[src/rtl/cpu_mem_arbiter.sv]
`timescale 1ns/1ps
// -----------------------------------------------------------------------------
// cpu_mem_arbiter
//
// Merges the CPU's instruction-fetch and data load/store SRAM-like ports onto
// one shared single-port memory bus. Only one transaction is in flight at a
// time. A request is accepted (addr_ok) combinationally in IDLE. The command is
// then registered onto the bus and held until mem_gnt. The response on
// mem_rvalid is captured into the owning port's rdata register. That port's
// data_ok pulses for one cycle afterwards.
//
// Parameters:
//   KSEG_MAP  1: kseg0/kseg1 (addr[31:29] = 3'b100 / 3'b101) map to physical by
//                clearing addr[31:29]. 0: addresses pass through unchanged.
//
// Build option:
//   ARB_ROUND_ROBIN_EN  when defined, simultaneous requests alternate between
//                       the two ports. When undefined, data always wins over
//                       inst.
//
// Ports:
//   clk, resetn                          clock, async active-low reset
//   inst_req/addr -> inst_addr_ok, inst_data_ok, inst_rdata
//   data_req/wr/wstrb/addr/wdata -> data_addr_ok, data_data_ok, data_rdata
//   mem_req/wr/wstrb/addr/wdata          registered bus command, held until gnt
//   mem_gnt, mem_rvalid, mem_rdata       bus accept / response
// -----------------------------------------------------------------------------
module cpu_mem_arbiter #(
  parameter bit KSEG_MAP = 1'b1
) (
  input  logic        clk,
  input  logic        resetn,
  // instruction port
  input  logic        inst_req,
  input  logic [31:0] inst_addr,
  output logic        inst_addr_ok,
  output logic        inst_data_ok,
  output logic [31:0] inst_rdata,
  // data port
  input  logic        data_req,
  input  logic        data_wr,
  input  logic [3:0]  data_wstrb,
  input  logic [31:0] data_addr,
  input  logic [31:0] data_wdata,
  output logic        data_addr_ok,
  output logic        data_data_ok,
  output logic [31:0] data_rdata,
  // shared memory bus
  output logic        mem_req,
  output logic        mem_wr,
  output logic [3:0]  mem_wstrb,
  output logic [31:0] mem_addr,
  output logic [31:0] mem_wdata,
  input  logic        mem_gnt,
  input  logic        mem_rvalid,
  input  logic [31:0] mem_rdata
);

  typedef enum logic [1:0] {
    S_IDLE = 2'd0,
    S_REQ  = 2'd1,
    S_WAIT = 2'd2,
    S_RESP = 2'd3
  } state_t;

  typedef enum logic {
    OWN_INST = 1'b0,
    OWN_DATA = 1'b1
  } owner_t;

  state_t state;
  owner_t owner;

`ifdef ARB_ROUND_ROBIN_EN
  owner_t last_grant;
`endif

  logic grant_any;
  logic grant_data;

  // kseg0/kseg1 -> physical: both windows alias the low 512 MB.
  function automatic logic [31:0] map_addr(input logic [31:0] a);
    if (KSEG_MAP && (a[31:29] == 3'b100 || a[31:29] == 3'b101))
      return {3'b000, a[28:0]};
    else
      return a;
  endfunction

  // Arbitration: which port wins if a grant happens this cycle.
  always_comb begin
    // NOTE: every combinational output gets a default first so no latch is inferred.
    grant_data = 1'b0;
`ifdef ARB_ROUND_ROBIN_EN
    if (data_req && inst_req)
      grant_data = (last_grant == OWN_INST);
    else
      grant_data = data_req;
`else
    grant_data = data_req;
`endif
  end

  // addr_ok is combinational so the CPU sees acceptance in its request cycle.
  // It is gated with resetn so it reads 0 during reset as well.
  assign grant_any    = resetn && (state == S_IDLE) && (inst_req || data_req);
  assign data_addr_ok = grant_any &&  grant_data;
  assign inst_addr_ok = grant_any && !grant_data;

  // NOTE: sequential state uses non-blocking assignments only, so every flop
  // samples pre-edge values regardless of statement order.
  always_ff @(posedge clk or negedge resetn) begin
    if (!resetn) begin
      state        <= S_IDLE;
      owner        <= OWN_INST;
`ifdef ARB_ROUND_ROBIN_EN
      last_grant   <= OWN_INST;
`endif
      mem_req      <= 1'b0;
      mem_wr       <= 1'b0;
      mem_wstrb    <= 4'b0000;
      mem_addr     <= 32'h0;
      mem_wdata    <= 32'h0;
      inst_data_ok <= 1'b0;
      data_data_ok <= 1'b0;
      inst_rdata   <= 32'h0;
      data_rdata   <= 32'h0;
    end else begin
      // data_ok is a single-cycle pulse: only the WAIT->RESP edge sets it.
      inst_data_ok <= 1'b0;
      data_data_ok <= 1'b0;

      case (state)
        S_IDLE: begin
          if (grant_any) begin
            mem_req <= 1'b1;
            state   <= S_REQ;
            if (grant_data) begin
              owner     <= OWN_DATA;
              mem_wr    <= data_wr;
              mem_wstrb <= data_wstrb;
              mem_addr  <= map_addr(data_addr);
              mem_wdata <= data_wdata;
            end else begin
              owner     <= OWN_INST;
              mem_wr    <= 1'b0;
              mem_wstrb <= 4'b0000;
              mem_addr  <= map_addr(inst_addr);
              mem_wdata <= 32'h0;
            end
`ifdef ARB_ROUND_ROBIN_EN
            last_grant <= grant_data ? OWN_DATA : OWN_INST;
`endif
          end
        end

        S_REQ: begin
          // Command fields stay frozen until the bus takes them.
          if (mem_gnt) begin
            mem_req <= 1'b0;
            state   <= S_WAIT;
          end
        end

        S_WAIT: begin
          // mem_rvalid is only meaningful here; elsewhere it is ignored.
          if (mem_rvalid) begin
            if (owner == OWN_DATA) begin
              data_rdata   <= mem_rdata;
              data_data_ok <= 1'b1;
            end else begin
              inst_rdata   <= mem_rdata;
              inst_data_ok <= 1'b1;
            end
            state <= S_RESP;
          end
        end

        S_RESP: begin
          state <= S_IDLE;
        end

        default: begin
          state <= S_IDLE;
        end
      endcase
    end
  end

endmodule

[config.mk]
export PLATFORM = sky130hd
export DESIGN_NAME = cpu_mem_arbiter
export DESIGN_NICKNAME = d
export VERILOG_FILES = /design/src/rtl/cpu_mem_arbiter.sv
export SDC_FILE = /design/constraint.sdc
export NUM_CORES = 1
export LEC_CHECK = 0
export CORE_MARGIN = 10
export CORE_UTILIZATION = 40
export CTS_CLUSTER_SIZE = 16
export DETAILED_ROUTE_END_ITERATION = 6
export GPL_TIMING_DRIVEN = 0
export PLACE_DENSITY = 0.8
export SYNTH_ARGS = -nofsm -noshare
export SYNTH_HDL_FRONTEND = slang
export SYNTH_SLANG_ARGS = --single-unit
[constraint.sdc]
create_clock -name clk -period 2.5 [get_ports clk]
set_clock_uncertainty 0.2 [all_clocks]
set_input_delay 0.5 -clock clk [delete_from_list [all_inputs] [get_ports clk]]
set_output_delay 0.5 -clock clk [all_outputs]
set_load 0.05 [all_outputs]
* Word-level counts from Yosys, hierarchy flattened
Cells that the tools add are included.
Cells by class: add/sub/neg operators 0, $mul 0, divide/modulo/power cells 0, magnitude comparators 0, equality and inequality tests 10, shifts and indexed selects 0, mux-type cells 20, bitwise gates (word level) 1, reduce and logical (&&, ||, !) cells 15
Operator list (count):
- 32-bit two-way mux | 4
- 3-bit == test (second input constant) | 4
- 3-bit AND reduction | 4
- 1-bit two-way mux | 10
- 2-bit case mux with 4 select lines | 1
- 2-bit two-way mux | 3
- 2-bit != test (second input constant) | 3
- 2-bit == test (second input constant) | 2
- 1-bit logical AND | 4
- 4-bit two-way mux | 1
- 1-bit logical OR | 3
- 2-bit by 1-bit == test with 1-bit output (second input constant) | 1
- 2-bit logical NOT | 1
- 1-bit case mux with 2 select lines | 1
- 2-bit AND reduction | 1
- 2-bit nonzero test | 1
- 1-bit logical NOT | 1
- 1-bit inverter | 1
Storage, ports and cells: register bits after elaboration 139, bits in latches 0, RAM bits 0, bits in read-only memories 0, output and inout port bits 138, word-level logic and storage cells 57, memories kept 0

* Depth between registers and ports, before layout
Gate-level depths: netlist of run 1.
depth after elaboration 5, mapped depth 7, gate-level depth less buffers 5

* Worst setup path before layout of run 1
No wires, ideal clock.
path kind reg-to-output, from register state[0], to output port inst_addr_ok, arrival 1.778 ns, path slack 0.022 ns, cell stages (with the launch flop) 7, path buffers 2, path through dfrtp_1 > inv_1 > ha_1 > o211ai_4 > buf_2 > buf_4 > nor2_1
On the way: word-level cells in the longest chain between the ends 4
RTL lines:
- start: declaration | RTL line 71 | state_t state;
- start signal: assignment | RTL line 113 | state <= S_IDLE;
- start signal: assignment | RTL line 136 | state <= S_REQ;
- start signal: assignment | RTL line 160 | state <= S_WAIT;
- 2-bit logical NOT | RTL line 105 | assign grant_any = resetn && (state == S_IDLE) && (inst_req || data_req);
- 1-bit logical AND (2 in series) | RTL line 105
- 1-bit logical AND | RTL line 107 | assign inst_addr_ok = grant_any && !grant_data;
- end: declaration | RTL line 36 | output logic inst_addr_ok,
No other way between the ends.

* Final worst setup path of run 1
from register state[0], to output port data_addr_ok
On the way: word-level cells in the longest chain between the ends 4
RTL lines:
- 2-bit logical NOT | RTL line 105
- 1-bit logical AND (2 in series) | RTL line 105
- 1-bit logical AND | RTL line 106 | assign data_addr_ok = grant_any && grant_data;
- end: declaration | RTL line 45 | output logic data_addr_ok,
No other way between the ends.

==> results.toml, run 1 <==
[synth]
syn_area_um2 = 5477
synth.net_count = 506
ys.flop_type = "dfrtp_1"
yosysMostFrequentCell = "dfrtp_1"
netlist_top_cells_count = "139 x dfrtp_1, 64 x mux2_2, 37 x a22o_1"
synth_cell_types = 30
yosys_warnings = 0
synth_top_area_frac = 0.6351
synth.ff_latch_count = 139
synthCells = 363
yosys-top-cells-area = "dfrtp_1 64%, mux2_2 13%, a22o_1 5.9%, a221o_1 5.5%, nor3b_1 4.1%"
async_flop_share = 1.000
synth_seq_area_share = 0.6351
avgSynthCellArea_um2 = 15.09
synth_top_area_cell = "dfrtp_1"
synth_edf_count = 0

[die]
die_width_um = 137.0
die_h_um = 137.0
initial_core_util = 0.4103
placementRows = 42
die-area_um2 = 18770
ioPinCount = 277
core_um2 = 13350

[sta]
post-route-period-util = 0.9676
rsz0062_at_grt = "false"
setup_viol = 0
hold_viol = 0
slew_viol_final = 0
maxSlewHeadroom = 0.6279
fmax_ghz = 0.4134
finalCriticalPeriod_ns = 2.419
worst_slack_ns = 0.08110
tightest_slew_ns = 0.5563

[critical_path]
crit_fanout = 10
r2r_cells = 6
path_cells = "inv_2 > ha_4 > and3_1 > buf_4 > buf_8 > buf_6"
critical_path_class = "flop to output pin"
crit_path_max_incr_delay_ns = 0.39
crit_path_start_kind = "flop"
worst_path_max_delay_cell = "dfrtp_1"
crit_required_ns = 1.80
end_kind = "output pin"
crit_arrival_ns = 1.72

[pwr]
peakVddDrop_mv = 0.9066
power_density_nw_per_um2 = 1575
p_leak_nw = 4.049

[placement]
place_hpwl_um = 14220
place_ws_ns = -1.263
numPlacedInstances = 815
place.gp.congestion = 0.8299
place.port_buffers = 275

[finish]
layout-drive-gt1-share = 0.2073
syn_to_final_growth_pct = 71.49
final_nets = 815
n_antenna_cell = 0
stdcell_count = 861

[routing]
vias = 4513
firstDrtPassIters = 4
vias_per_cell = 5.242
ant_nets = 0
routed_wl_um = 19700
drt-initial-drc-count = 178
wl_per_cell_um = 22.88
drc = 0

[cts]
clock_sinks = 139
tritoncts = "yes"
htreeDepth = 4
clockBufferDepth = 2
cts_made_buffers = 17
cts_root_buf = "clkbuf_16"
insertion_delay_ns = 0.41
path_clk_slew_ns = 0.06

[global_route]
grt_pass1_wl_um = 29650
first_global_vias = 5015
grt_max_degree = 38
grt_antenna_before_repair = 0
groute.usage.overall = 0.2069
overflow = 0

[worst_hold_path]
whs_path_depth = 3
worstHoldPathType = "input pin to flop"

[status]
status = "complete, no violations"

[run]
maxCapViolCount = 0
[cell families after synthesis]
group / count (synthesis) / synth area share
AO/OA/AOI/OAI: 77 / 0.1291
adder cells (fa/ha/maj): 4 / 0.009139
buffers and inverters: 34 / 0.03701
AND/OR/NAND/NOR: 44 / 0.05598
multiplexers: 65 / 0.1337
flip-flops: 139 / 0.6351
[final cells by class]
cell class | instances | area, µm²
multi-input cells | 190 | 1810
well taps | 176 | 220.2
clock inverters | 13 | 214.0
fillers | 918 | 3956
inverters | 5 | 18.77
flip-flops and latches | 139 | 3478
plain buffers | 29 | 206.4
repair buffers | 290 | 3000
clock buffers | 19 | 442.9
[where the power goes]
part	internal (W)	switching [W]
clock	0.00181	0.000970
combinational	0.00302	0.00509
sequential	0.00331	0.000598
total	0.00813	0.00666
[cell usage in the layout (no fill, tap or decap), types with 2 or more instances in the layout]
master / n
a221o_1: 30
buf_6: 8
clkinvlp_4: 2
clkdlybuf4s50_1: 272
ha_1: 3
inv_6: 2
nand3_1: 3
buf_4: 13
nor2b_1: 2
a22o_1: 37
bufinv_16: 5
a21oi_1: 2
inv_1: 3
mux2_2: 64
inv_2: 2
clkinv_4: 3
dlygate4sd3_1: 3
nor3b_1: 30
dfrtp_1: 139
bufbuf_16: 2
clkbuf_1: 4
clkbuf_16: 17
buf_2: 12
nand2_1: 2
buf_16: 2
buf_12: 3
[path summary, 6_finish.rpt]
check | from | to | slack (ns)
max in group asynchronous | resetn | mem_wdata[2] | 1.24
hold reg to reg | mem_addr[31] | mem_addr[31] | 0.28
setup reg to reg | state[1] | inst_rdata[7] | 0.36
hold / removal | data_req | mem_addr[29] | 0.25
setup / recovery | state[0] | data_addr_ok | 0.08
min in group asynchronous | resetn | inst_rdata[14] | 0.56
[state kept, by name (all words and copies together) (netlist names)]
| signal | cells |
|---|---|
| data_data_ok | 1 |
| data_rdata | 32 |
| inst_data_ok | 1 |
| inst_rdata | 32 |
| mem_addr | 32 |
| mem_req | 1 |
| mem_wdata | 32 |
| mem_wr | 1 |
| mem_wstrb | 4 |
| owner | 1 |
| state | 2 |
[layer usage]
layer	wire length, µm	global-route usage	vias to the layer above
li1	-	-	1994
met1	7080	0.2281	2281
met2	10320	0.3610	213
met3	1911	0.07771	25
met4	392	0.06557	0
met5	0	0	-
[through the flow]
stage | TNS [ns] | power [W] | hold WS (ns) | area, µm² | util
floorplan | 0 | 0.008909 | 0.004409 | 5477 | -
global placement | -989.84 | 0.01172 | 0.2670 | 8449 | 0.6330
detailed placement | -11.88 | 0.01190 | 0.2789 | 8478 | 0.6352
CTS | 0 | 0.01487 | 0.2368 | 9366 | 0.7017
global route | 0 | 0.01538 | 0.2695 | 9392 | 0.7036
finish | 0 | 0.01479 | 0.2524 | 9392 | 0.7036
[worst max-delay path: cells and delay by family, from the launching register on]
kind	cells	cell delay, ns
buffers and inverters	4	0.59
AND/OR/NAND/NOR	1	0.15
adder cells (fa/ha/maj)	1	0.17
flip-flops	1	0.39
[repair_timing]
item / CTS / global route
resized for setup: 26 / 3
hold buffers: 6 / 0
endpoints found under the hold margin: 105 / 0
endpoints found under the setup margin: 2 / 2
gates cloned: 2 / 0
buffers inserted: 4 / 2
(Power assumes the default switching activity.)
==> run 2, diff against run 1 <==
--- a/config.mk
+++ b/config.mk
@@ -7,6 +7,7 @@
 export LEC_CHECK = 0
 export CORE_MARGIN = 10
 export CORE_UTILIZATION = 40
+export CTS_CLUSTER_DIAMETER = 50
 export CTS_CLUSTER_SIZE = 16
 export DETAILED_ROUTE_END_ITERATION = 6
 export GPL_TIMING_DRIVEN = 0
==> results of run 2 <==
Same layout as run 1: the final DEF is identical, and so are final timing and power.
==> run 3, diff against run 2 <==
--- a/config.mk
+++ b/config.mk
@@ -10,6 +10,7 @@
 export CTS_CLUSTER_DIAMETER = 50
 export CTS_CLUSTER_SIZE = 16
 export DETAILED_ROUTE_END_ITERATION = 6
+export GPL_ROUTABILITY_DRIVEN = 0
 export GPL_TIMING_DRIVEN = 0
 export PLACE_DENSITY = 0.8
 export SYNTH_ARGS = -nofsm -noshare
==> results of run 3 <==
Same layout as run 1: the final DEF is identical, and so are final timing and power.
